### config.mk
export PLATFORM = sky130hd
export DESIGN_NAME = manch_encoder
export DESIGN_NICKNAME = d
export VERILOG_FILES = /design/src/rtl/manch_pkg.sv /design/src/rtl/manch_halfbit_timer.sv /design/src/rtl/manch_encoder.sv
export SDC_FILE = /design/constraint.sdc
export NUM_CORES = 1
export LEC_CHECK = 0
export ABC_AREA = 1
export CAP_MARGIN = 20
export CORE_ASPECT_RATIO = 0.8
export CORE_MARGIN = 3
export CORE_UTILIZATION = 40
export CTS_CLUSTER_DIAMETER = 120
export DETAILED_ROUTE_END_ITERATION = 6
export PLACE_DENSITY = 0.64
export SLEW_MARGIN = 20
export SYNTH_ARGS = -nofsm -noshare
export SYNTH_HDL_FRONTEND = slang
export SYNTH_HIERARCHICAL = 1
export SYNTH_SLANG_ARGS = --single-unit
### constraint.sdc
create_clock -name clk -period 2.8 [get_ports clk]
set_input_delay 0.42 -clock clk [delete_from_list [all_inputs] [get_ports clk]]
set_output_delay 0.42 -clock clk [all_outputs]
set_load 0.02 [all_outputs]
### src/rtl/manch_pkg.sv
// Shared definitions for the Manchester transmitter: state encodings,
// baud-period derivation and the stop-bit pattern.
package manch_pkg;

  typedef enum logic [2:0] {
    RESET_S = 3'b000,
    IDLE_S  = 3'b001,
    SEND_S  = 3'b010,
    GAP_S   = 3'b100
  } state_e;

  // Stop bits are all zero except the final one, which leaves the line high.
  localparam logic STOP_LAST = 1'b1;

  function automatic int unsigned full_baud(input int unsigned clk_freq,
                                            input int unsigned baud);
    return clk_freq / baud;
  endfunction

  function automatic int unsigned half_baud(input int unsigned clk_freq,
                                            input int unsigned baud);
    return full_baud(clk_freq, baud) / 2;
  endfunction

endpackage

### src/rtl/manch_halfbit_timer.sv
// Half-bit period timer: counts 0..HALFBAUD-1 and flags the wrap cycle.
module manch_halfbit_timer #(
  parameter int unsigned HALFBAUD = 81
) (
  input  logic clk,
  input  logic reset,
  input  logic clear_i,
  output logic wrap_o
);

  localparam int unsigned CW = (HALFBAUD > 1) ? $clog2(HALFBAUD) : 1;

  logic [CW-1:0] cnt_q, cnt_d;

  assign wrap_o = (cnt_q == CW'(HALFBAUD - 1)) && !clear_i;

  always_comb begin
    cnt_d = cnt_q + 1'b1;
    if (clear_i || wrap_o) begin
      cnt_d = '0;
    end
  end

  always_ff @(posedge clk or posedge reset) begin
    if (reset) begin
      cnt_q <= '0;
    end else begin
      cnt_q <= cnt_d;
    end
  end

endmodule

### src/rtl/manch_encoder.sv
// Manchester serial transmitter: start bit, MSB-first data, stop bits,
// with an idle-high guard gap ahead of every frame.
//
//   state   | meaning
//   RESET_S | one cycle after reset release, clears counters
//   GAP_S   | line held high for GAP_HALFBITS half-bit periods
//   IDLE_S  | line high, ready for a byte
//   SEND_S  | shifting the frame out, two half-bits per bit
module manch_encoder
  import manch_pkg::*;
#(
  parameter int unsigned DATA_BITS    = 8,
  parameter int unsigned STOP_BITS    = 2,
  parameter int unsigned BAUDRATE     = 115200,
  parameter int unsigned CLK_FREQ     = 18_750_000,
  parameter int unsigned GAP_HALFBITS = 4
) (
  input  logic                 clk,
  input  logic                 reset,
  input  logic                 tx_valid,
  output logic                 tx_ready,
  input  logic [DATA_BITS-1:0] tx_data,
  output logic                 tx,
  output logic                 busy
);

  localparam int unsigned FRAME_BITS = 1 + DATA_BITS + STOP_BITS;
  localparam int unsigned HALFBAUD   = half_baud(CLK_FREQ, BAUDRATE);
  localparam int unsigned CNT_MAX    = (FRAME_BITS > GAP_HALFBITS) ? FRAME_BITS : GAP_HALFBITS;
  localparam int unsigned BCW        = $clog2(CNT_MAX + 1);
  localparam logic [STOP_BITS-1:0] STOP_PAT = STOP_BITS'(STOP_LAST);

  state_e                state_q, state_d;
  logic [FRAME_BITS-1:0] shreg_q, shreg_d;
  logic [BCW-1:0]        bit_cnt_q, bit_cnt_d;
  logic                  half_q, half_d;
  logic                  busy_q, busy_d;
  logic                  tx_q, tx_d;
  logic                  tmr_clear;
  logic                  tmr_wrap;

  manch_halfbit_timer #(
    .HALFBAUD(HALFBAUD)
  ) u_timer (
    .clk    (clk),
    .reset  (reset),
    .clear_i(tmr_clear),
    .wrap_o (tmr_wrap)
  );

  assign tx_ready = (state_q == IDLE_S);
  assign tx       = tx_q;
  assign busy     = busy_q;

  always_comb begin
    state_d   = state_q;
    shreg_d   = shreg_q;
    bit_cnt_d = bit_cnt_q;
    half_d    = half_q;
    busy_d    = busy_q;
    tx_d      = 1'b1;
    tmr_clear = 1'b0;
    case (state_q)
      GAP_S: begin
        // bit_cnt doubles as the guard-gap half-bit counter here
        if (tmr_wrap) begin
          if (bit_cnt_q == BCW'(GAP_HALFBITS - 1)) begin
            bit_cnt_d = '0;
            state_d   = IDLE_S;
          end else begin
            bit_cnt_d = bit_cnt_q + 1'b1;
          end
        end
      end
      IDLE_S: begin
        if (tx_valid) begin
          shreg_d   = {1'b0, tx_data, STOP_PAT};
          busy_d    = 1'b1;
          tmr_clear = 1'b1;
          bit_cnt_d = '0;
          half_d    = 1'b0;
          state_d   = SEND_S;
        end
      end
      SEND_S: begin
        tx_d = half_q ? shreg_q[FRAME_BITS-1] : ~shreg_q[FRAME_BITS-1];
        if (tmr_wrap) begin
          half_d = ~half_q;
          if (half_q) begin
            shreg_d = {shreg_q[FRAME_BITS-2:0], 1'b1};
            if (bit_cnt_q == BCW'(FRAME_BITS - 1)) begin
              bit_cnt_d = '0;
              busy_d    = 1'b0;
              state_d   = GAP_S;
            end else begin
              bit_cnt_d = bit_cnt_q + 1'b1;
            end
          end
        end
      end
      default: begin
        // RESET_S and any corrupted encoding restart through the full gap
        tmr_clear = 1'b1;
        shreg_d   = '1;
        bit_cnt_d = '0;
        half_d    = 1'b0;
        busy_d    = 1'b0;
        state_d   = GAP_S;
      end
    endcase
  end

  always_ff @(posedge clk or posedge reset) begin
    if (reset) begin
      state_q   <= RESET_S;
      shreg_q   <= '1;
      bit_cnt_q <= '0;
      half_q    <= 1'b0;
      busy_q    <= 1'b0;
      tx_q      <= 1'b1;
    end else begin
      state_q   <= state_d;
      shreg_q   <= shreg_d;
      bit_cnt_q <= bit_cnt_d;
      half_q    <= half_d;
      busy_q    <= busy_d;
      tx_q      <= tx_d;
    end
  end

endmodule

==> results of run 1 <==
[sequential cells by signal, summed over array words and instances, names as in the netlist]
signal	count
shreg_q	10
u_timer/cnt_q	7
bit_cnt_q	4
state_q	3
busy	1
half_q	1
tx	1
[final cells by class]
type                            instances  area, µm²
Fill cell                             360       1798
Multi-Input combinational cell        149      770.7
Sequential cell                        27      689.4
Timing Repair Buffer                   14      137.6
Inverter                               22      82.58
Tap cell                               52      65.06
Clock buffer                            3      41.29
Clock inverter                          1      5.005
[through the flow]
stage / total power [mW] / worst slack (ns) / cells / cell area, µm²
finish: 0.6296 / 0.5430 / 268 / 1792
detailed placement: 0.4201 / 0.5512 / 264 / 1745
global route: 0.6593 / 0.4132 / 268 / 1792
floorplan: 0.4037 / 1.115 / 201 / 1567
CTS: 0.6383 / 0.5311 / 268 / 1792
global placement: 0.4204 / 0.6040 / 264 / 1745
[cells in the mapped netlist (2+ instances only)]
cell      number
nand2_4        2
nand3_1       26
nand4_1        2
nand3_2        2
nand2_2        2
inv_2          4
nor2_2         4
o21bai_1       2
dfrtp_1       16
xor2_1         4
nor2_1        11
o21ai_0       11
nand2_1       70
dfstp_2       11
inv_1         18
ha_1           4
[logic make-up (layout without fill, tap and decap cells)]
family / after synthesis / after routing / synth area share, %
buffers and inverters: 25 / 40 / 6.788
xor gates and xnor gates: 5 / 5 / 2.795
and+or+nand+nor: 124 / 124 / 37.54
adders and majority gates: 4 / 4 / 3.195
AOI/OAI and AO/OA: 16 / 16 / 5.670
DFF: 27 / 27 / 44.01
[power by group through the flow]
stage	Clock [mW]	Combinational, mW	Sequential [mW]
detailed placement	0	0.0226	0.397
global placement	0	0.0229	0.397
global route	0.244	0.0244	0.391
finish	0.217	0.0218	0.390
CTS	0.225	0.0227	0.391
floorplan	0	0.00617	0.397
[cell usage in the layout, fill, tap and decap left out, types with 11 or more instances in the layout]
master and count:
clkdlybuf4s50_1 13, dfrtp_1 16, dfstp_2 11, inv_1 18, nand2_1 70, nand3_1 26, nor2_1 11, o21ai_0 11
[layer usage]
metal / up-vias / share of wire, % / track usage, %
met5: - / 0 / 0
met3: 2 / 4.2 / 3.458
met4: 0 / 0.45 / 2.326
met2: 26 / 41 / 21.97
li1: 668 / - / -
met1: 579 / 54 / 20.40
[path summary, 6_finish.rpt]
kind,from,to,slack (ns),depth (start not counted)
worst max-delay path,state_q[2],tx_ready,0.54,4
worst min-delay path,reset,u_timer/cnt_q[1],0.39,2
worst max register to register,state_q[0],busy,0.84,11
worst min register to register,shreg_q[1],shreg_q[1],0.48,2
max in group asynchronous,reset,bit_cnt_q[3],1.72,2
min in group clk,shreg_q[1],shreg_q[1],0.48,2
==> qor.tcl, run 1 <==
set qor(yosys_most_used_dff) {dfrtp_1}
set qor(max-vdd-ir-drop_mv) 0.3743
set qor(start_kind) {flop}
set qor(numPortBuffers) 13
set qor(layout-area-overhead-vs-synth_pct) 14.38
set qor(synth-edff-count) 0
set qor(fin_hold_ws_ns) 0.3911
set qor(grt-ovfl-total) 0
set qor(slew-limit-headroom_pct) 49.72
set qor(internal_power_uw) 502.5
set qor(max-clock-path-buffers) 2
set qor(critical_path_class) {flop to primary output}
set qor(cts_sinks) 27
set qor(tightestPinTransition_ns) 0.7534
set qor(report.final.slew_viol_count) 0
set qor(synthesis.instances) 201
set qor(synth_area_leaders) {dfrtp_1, dfstp_2, nand2_1}
set qor(critPathArrivalTime_ns) 1.84
set qor(clock_skew_ns) 0.003528
set qor(synth_area_per_cell_um2) 7.794
set qor(drive_above_1_share_pct) 16.20
set qor(start_util_pct) 43.64
set qor(cell_family_with_most_cp_delay) {buffers and inverters}
set qor(worstHoldPathType) {input pin to asynchronous set/reset pin}
set qor(dieWidth_um) 75.97
set qor(max_freq_ghz) 0.4431
set qor(cts_tree) {done}
set qor(power_switching_uw) 127.1
set qor(ctsRootBufferMaster) {clkbuf_8}
set qor(synth_top_area_cell) {dfrtp_1}
set qor(async_reset_ff_share_pct) 100.0
set qor(clkSlewWorstSetupHoldPaths_ns) 0.09
set qor(timing.critical_path.required_ns) 2.38
set qor(dp.final_hpwl_um) 2163
set qor(avgRoutedWirePerCell_um) 10.87
set qor(number_of_cts_inserted_buffers) 3
set qor(grt_start_max_net_pins) 21
set qor(drtIter0Drc) 64
set qor(number_of_antenna_violations_at_the_first_check_in_global_routing) 0
set qor(pwr-share-comb_pct) 3.5
set qor(drc_errors) 0
set qor(drt.antenna.violating_nets) 0
set qor(sequential_cell_fraction_of_total_power_pct) 62.0
set qor(clkLatencyLatePin_ns) 0.27
set qor(timing.final.hold_violations) 0
set qor(status) {finished clean}
set qor(crit_top_cell) {inv_2}
set qor(setup_viol_count_final) 0
set qor(grt_pass1_wl_um) 5319
set qor(viasPerCell) 4.757
set qor(power_per_cell_area_nw_per_um2) 351.4
set qor(clkPwrFrac_pct) 34.5
set qor(max_cap_viol_count) 0
set qor(synth_nets) 216
set qor(power_switching_share_pct) 20.19
set qor(syn_area_um2) 1567
set qor(yosysUniqueCellTypes) 28
set qor(gp_congestion) 0.7858
set qor(routed-via-count) 1275
set qor(netlist.area_leader.share_pct) 25.56
set qor(synth_seq_cells) 27
set qor(post-cts-setup-buffer-count) 0
set qor(die-height_um) 61.98
set qor(route.final.wire_length_um) 2914
set qor(setup-tns-final_ns) 0
set qor(timing.critical_path.to_type) {primary output}
set qor(post_cts_hold_buffer_count) 0
set qor(design.core.area_um2) 3590
set qor(die_area_um2) 4708
set qor(critical_path.max_stage_delay_ns) 0.64
set qor(nets) 232
set qor(cell_chain_critical_path) {inv_2 > nand3_1 > inv_2 > clkdlybuf4s50_1}
set qor(count_of_inserted_antenna_diode_cells) 0
set qor(first_global_vias) 1154
set qor(synth.yosys.warnings) 6
set qor(path_max_fanout) 10
set qor(finalCriticalPeriod_ns) 2.257
set qor(final_core_util_pct) 49.91
set qor(placement_rows) 19
set qor(detailedRoute.firstPassIterationCount) 4
set qor(rsz_0062_raised_after_global_routing) {false}
set qor(post_cts_resized) 0
set qor(reported_leakage_power_nw) 0.7777
set qor(period_share_pct) 80.61
set qor(groute.usage.overall_pct) 14.05
set qor(synth_sequential_area_ratio_pct) 44.01
set qor(worst_path_max_delay_cell) {clkdlybuf4s50_1}
set qor(io-pin-count) 14
set qor(cts_max_level) 1
set qor(critical_path_buf_inv_count) 3
No activity file was read; power rests on OpenSTA's default activity.
==> inputs of run 2 (changes only) <==
==> constraint.sdc (replaced) <==
create_clock -name clk -period 2.2 [get_ports clk]
set_input_delay 0.33 -clock clk [delete_from_list [all_inputs] [get_ports clk]]
set_output_delay 0.33 -clock clk [all_outputs]
set_load 0.02 [all_outputs]
==> run 2 against run 1 <==
  * Register-to-register slack lost 0.60 ns
  * Setup slack lost 0.41 ns
  * Total power grew 29%
  * Cell count grew 1.1%
  * Global-route usage grew 0.40 points
  * Design area grew 1.3%
  * Critical path type unchanged
==> qor.tcl, run 2 (synthesized netlist as in run 1, its figures left out) <==
set qor(status) {finished clean}
set qor(gp_congestion) 0.8192
set qor(dp.final_hpwl_um) 2330
set qor(grt_util_met2_pct) 22.10
set qor(routed-via-count) 1332
set qor(io-pin-count) 14
set qor(numPortBuffers) 13
set qor(route.final.wire_length_um) 3201
set qor(setup-tns-final_ns) 0
set qor(drtIter0Drc) 79
set qor(cts_max_level) 1
set qor(start_util_pct) 43.64
set qor(cts_tree) {done}
set qor(viasPerCell) 4.915
set qor(start_kind) {flop}
set qor(groute.usage.overall_pct) 14.45
set qor(register_with_the_highest_flop_count) {shreg_q}
set qor(tightestPinTransition_ns) 0.4988
set qor(finalCriticalPeriod_ns) 2.071
set qor(period_share_pct) 94.14
set qor(post_cts_hold_buffer_count) 0
set qor(count_of_inserted_antenna_diode_cells) 0
set qor(number_of_cts_inserted_buffers) 3
set qor(timing.critical_path.required_ns) 1.87
set qor(post-cts-setup-buffer-count) 0
set qor(max-clock-path-buffers) 2
set qor(rsz_0062_raised_after_global_routing) {false}
set qor(reported_leakage_power_nw) 0.7921
set qor(timing.final.hold_violations) 0
set qor(setup_viol_count_final) 0
set qor(nets) 235
set qor(ff2ff_path_depth) 11
set qor(clock_skew_ns) 0.007125
set qor(area_used_by_multi_input_combinational_logic_um2) 770.7
set qor(grt-ovfl-total) 0
set qor(avgRoutedWirePerCell_um) 11.81
set qor(clkSlewWorstSetupHoldPaths_ns) 0.10
set qor(post_cts_resized) 0
set qor(dieWidth_um) 75.97
set qor(global_route.peak_usage_layer) {met2}
set qor(die_area_um2) 4708
set qor(grt_start_max_net_pins) 16
set qor(layout-area-overhead-vs-synth_pct) 15.81
set qor(report.final.slew_viol_count) 0
set qor(largest_reg_flops) 10
set qor(max-vdd-ir-drop_mv) 0.3358
set qor(first_global_vias) 1147
set qor(drive_above_1_share_pct) 17.35
set qor(path_max_fanout) 6
set qor(power_per_cell_area_nw_per_um2) 447.7
set qor(slew-limit-headroom_pct) 66.71
set qor(timing.critical_path.to_type) {primary output}
set qor(fin_ws_ns) 0.1290
set qor(final.fill_count) 350
set qor(critPathArrivalTime_ns) 1.74
set qor(detailedPlace.worstSlack_ns) 0.1398
set qor(die-height_um) 61.98
set qor(max_cap_viol_count) 0
set qor(ctsRootBufferMaster) {clkbuf_8}
set qor(final-seq-area_um2) 689.4
set qor(max_freq_ghz) 0.4829
set qor(global_route.usage.met1_pct) 20.84
set qor(globalRouteMet3Util_pct) 3.026
set qor(detailedRoute.firstPassIterationCount) 4
set qor(cts_sinks) 27
set qor(clkLatencyLatePin_ns) 0.28
set qor(mostFrequentLayoutCells) {nand2_1, nand3_1, inv_1, dfrtp_1, clkdlybuf4s50_1}
set qor(worstHoldPathType) {input pin to asynchronous set/reset pin}
set qor(design.core.area_um2) 3590
set qor(number_of_antenna_violations_at_the_first_check_in_global_routing) 0
set qor(drc_errors) 0
set qor(drt.antenna.violating_nets) 0
set qor(top_regs) {shreg_q (10), u_timer/cnt_q (7), bit_cnt_q (4)}
set qor(most_frequent_standard_cell_in_the_layout_excluding_fill_and_tap_cells) {nand2_1}
set qor(critical_path_class) {flop to primary output}
set qor(grt_pass1_wl_um) 5292
set qor(placement_rows) 19
-- run 2: cell count changes in the layout (fill, tap and decap cells not counted) --
cell / previous run / this run
buf_4: 1 / 4
-- run 2: path summary, 6_finish.rpt --
kind,slack (ns),to,startpoint
max reg2reg,0.24,busy,state_q[0]
max,0.13,tx_ready,state_q[2]
min reg2reg,0.48,shreg_q[3],shreg_q[3]
max in group asynchronous,1.21,shreg_q[2],reset
min,0.31,u_timer/cnt_q[1],reset
min in group clk,0.48,shreg_q[3],shreg_q[3]
-- run 2: stage by stage --
stage	std cells	total power, mW	instance area (µm²)	utilization (%)	hold slack, ns
after detailed placement	267	0.5366	1768	49.25	0.4648
after global placement	267	0.5364	1768	49.25	0.4637
after CTS	271	0.8317	1814	50.54	0.3179
after global routing	271	0.8499	1814	50.54	0.3429
after floorplan	201	0.5138	1567	-	0.1334
final	271	0.8122	1814	50.54	0.3127
-- run 2: worst max-delay path, cell delays in order, from the launching register on --
cell and delay, ns:
dfrtp_1 0.44, inv_2 0.13, nand3_1 0.18, inv_2 0.10, clkdlybuf4s50_1 0.62
-- run 2: per-layer routing --
metal  share of wire, %  routed length (µm)
met3                2.9                  93
met5                  0                   0
met1                 53                1712
met4                1.3                  42
met2                 42                1352
-- run 2: layout make-up --
type / instances / share of cell area (%)
sequential: 27 / 38.00
multi-input combinational: 149 / 42.48
clock inverter: 1 / 0.2759
tap: 52 / 3.586
clock buffer: 3 / 2.276
inverter: 22 / 4.552
timing repair buffer: 17 / 8.828
-- run 2: report_power, final --
group / internal (mW) / switching (mW) / leakage [nW]
clock: 0.127 / 0.158 / 0.0255
sequential: 0.497 / 0 / 0.324
combinational: 0.0169 / 0.0129 / 0.442
total: 0.641 / 0.171 / 0.792
==> inputs of run 3 (changes only) <==
==> constraint.sdc (replaced) <==
create_clock -name clk -period 2.2 [get_ports clk]
set_input_delay 0.44 -clock clk [delete_from_list [all_inputs] [get_ports clk]]
set_output_delay 0.44 -clock clk [all_outputs]
set_load 0.02 [all_outputs]
==> run 3 against run 2 <==
  * First-iteration DRC count shrank 5.1%
  * Utilization rose by 0.49 points
  * Cell count rose by 0.74%
  * Clock skew about the same
  * Critical endpoint is now state_q[1]
  * Highest routed layer unchanged
==> qor.tcl, run 3 (synthesized netlist as in run 1, its figures left out) <==
set qor(drive_above_1_share_pct) 18.10
set qor(timing.critical_path.required_ns) 2.37
set qor(dp.final_hpwl_um) 2265
set qor(cell_family_with_most_cp_delay) {simple AND/OR/NAND/NOR gates}
set qor(status) {finished clean}
set qor(tightestPinTransition_ns) 0.3154
set qor(drtIter0Drc) 75
set qor(path_max_fanout) 8
set qor(start_kind) {flop}
set qor(setup-tns-final_ns) 0
set qor(placement_rows) 19
set qor(gp_congestion) 0.7921
set qor(critical_path.max_stage_delay_ns) 0.45
set qor(clock_skew_ns) 0.006928
set qor(power_per_cell_area_nw_per_um2) 440.3
set qor(critical_path_class) {flop to flop}
set qor(number_of_antenna_violations_at_the_first_check_in_global_routing) 0
set qor(placedCellCount) 269
set qor(numPortBuffers) 13
set qor(layout-area-overhead-vs-synth_pct) 16.93
set qor(max_cap_viol_count) 0
set qor(cts_tree) {done}
set qor(die_area_um2) 4708
set qor(largest_reg_flops) 10
set qor(routed-via-count) 1285
set qor(finalCriticalPeriod_ns) 1.879
set qor(grt-ovfl-total) 0
set qor(cell_chain_critical_path) {nor2_1 > nand2_2 > and3_1 > nor2_1 > inv_1 > nand3_2 > nand2_1 > nor2_8 > nand2_1 > nand2_1 > nand2_1}
set qor(route.final.wire_length_um) 3038
set qor(report.final.slew_viol_count) 0
set qor(design.core.area_um2) 3590
set qor(most_frequent_standard_cell_in_the_layout_excluding_fill_and_tap_cells) {nand2_1}
set qor(detailedRoute.firstPassIterationCount) 4
set qor(slew-limit-headroom_pct) 78.90
set qor(max-clock-path-buffers) 2
set qor(period_share_pct) 85.39
set qor(post-cts-setup-buffer-count) 0
set qor(top_regs) {shreg_q (10), u_timer/cnt_q (7), bit_cnt_q (4)}
set qor(ctsRootBufferMaster) {clkbuf_8}
set qor(max_freq_ghz) 0.5323
set qor(io-pin-count) 14
set qor(count_of_inserted_antenna_diode_cells) 0
set qor(mostFrequentLayoutCells) {nand2_1, nand3_1, inv_1, dfrtp_1, clkdlybuf4s50_1}
set qor(worstHoldPathType) {input pin to asynchronous set/reset pin}
set qor(clkLatencyLatePin_ns) 0.27
set qor(final.fill_count) 350
set qor(register_with_the_highest_flop_count) {shreg_q}
set qor(setup_viol_count_final) 0
set qor(stdcell_count) 273
set qor(rsz_0062_raised_after_global_routing) {false}
set qor(crit_top_cell) {nand2_1}
set qor(groute.usage.overall_pct) 14.66
set qor(critPathArrivalTime_ns) 2.05
set qor(timing.final.hold_violations) 0
set qor(total_power_uw) 806.5
set qor(clkSlewWorstSetupHoldPaths_ns) 0.09
set qor(cts_sinks) 27
set qor(die-height_um) 61.98
set qor(final_core_util_pct) 51.03
set qor(grt_pass1_wl_um) 5416
set qor(max-vdd-ir-drop_mv) 0.2587
set qor(dieWidth_um) 75.97
set qor(worst_path_max_delay_cell) {dfrtp_1}
set qor(first_global_vias) 1147
set qor(viasPerCell) 4.707
set qor(drc_errors) 0
set qor(number_of_cts_inserted_buffers) 3
set qor(cts_max_level) 1
set qor(nets) 237
set qor(reported_leakage_power_nw) 0.8205
set qor(grt_start_max_net_pins) 21
set qor(timing.critical_path.to_type) {flop}
set qor(avgRoutedWirePerCell_um) 11.13
set qor(critical_path_buf_inv_count) 1
set qor(drt.antenna.violating_nets) 0
set qor(start_util_pct) 43.64
## run 3: cell types whose count changed in the layout (fill, tap and decap cells not counted)
cell and delta:
buf_4 +2, clkdlybuf4s50_1 -1, dlymetal6s2s_1 +1
## run 3: path summary, 6_finish.rpt
kind                       startpoint          endpoint  depth (start not counted)  slack [ns]
setup / recovery           state_q[0]        state_q[1]                         11        0.32
hold / removal                  reset  u_timer/cnt_q[0]                          2        0.42
setup reg to reg           state_q[0]        state_q[1]                         11        0.32
hold reg to reg            shreg_q[4]        shreg_q[4]                          2        0.48
max in group asynchronous       reset        shreg_q[1]                          3        1.42
min in group clk           shreg_q[4]        shreg_q[4]                          2        0.48
## run 3: per-stage QoR
step | hold WS [ns] | area, µm² | setup slack [ns]
floorplan | 0.2434 | 1567 | 0.5147
global placement | 0.4628 | 1783 | 0.1080
detailed placement | 0.4639 | 1783 | 0.08305
CTS | 0.4197 | 1829 | 0.03188
global route | 0.4382 | 1832 | 0.09949
finish | 0.4180 | 1832 | 0.3214
## run 3: cell type report
type                            instances  area [µm²]  share of cell area (%)
Timing Repair Buffer                   19       177.7                   9.699
Sequential cell                        27       689.4                   37.64
Clock inverter                          1       5.005                  0.2732
Clock buffer                            3       41.29                   2.254
Multi-Input combinational cell        149       770.7                   42.08
Tap cell                               52       65.06                   3.552
Inverter                               22       82.58                   4.508
## run 3: repair_timing
item,in CTS,in global routing
hold buffers,0,0
endpoints found under the setup margin,0,1
gates resized for setup,0,1
## run 3: worst register-to-register path: cells and delay by family, from the launching register on
family	cells	cell delay, ns
simple gates	10	1.26
buf+inv	1	0.07
flops	1	0.45
## run 3: where the power goes
| group | internal (mW) | switching, mW |
|---|---|---|
| Combinational | 0.0169 | 0.0123 |
| Clock | 0.127 | 0.153 |
| Sequential | 0.497 | 0 |
| Total | 0.641 | 0.166 |
## run 3: layer usage
layer | track usage, % | vias to the layer above | wire (µm)
li1 | - | 676 | -
met1 | 20.88 | 583 | 1620
met2 | 22.47 | 22 | 1278
met3 | 3.890 | 4 | 109
met4 | 3.876 | 0 | 29
met5 | 0 | - | 0
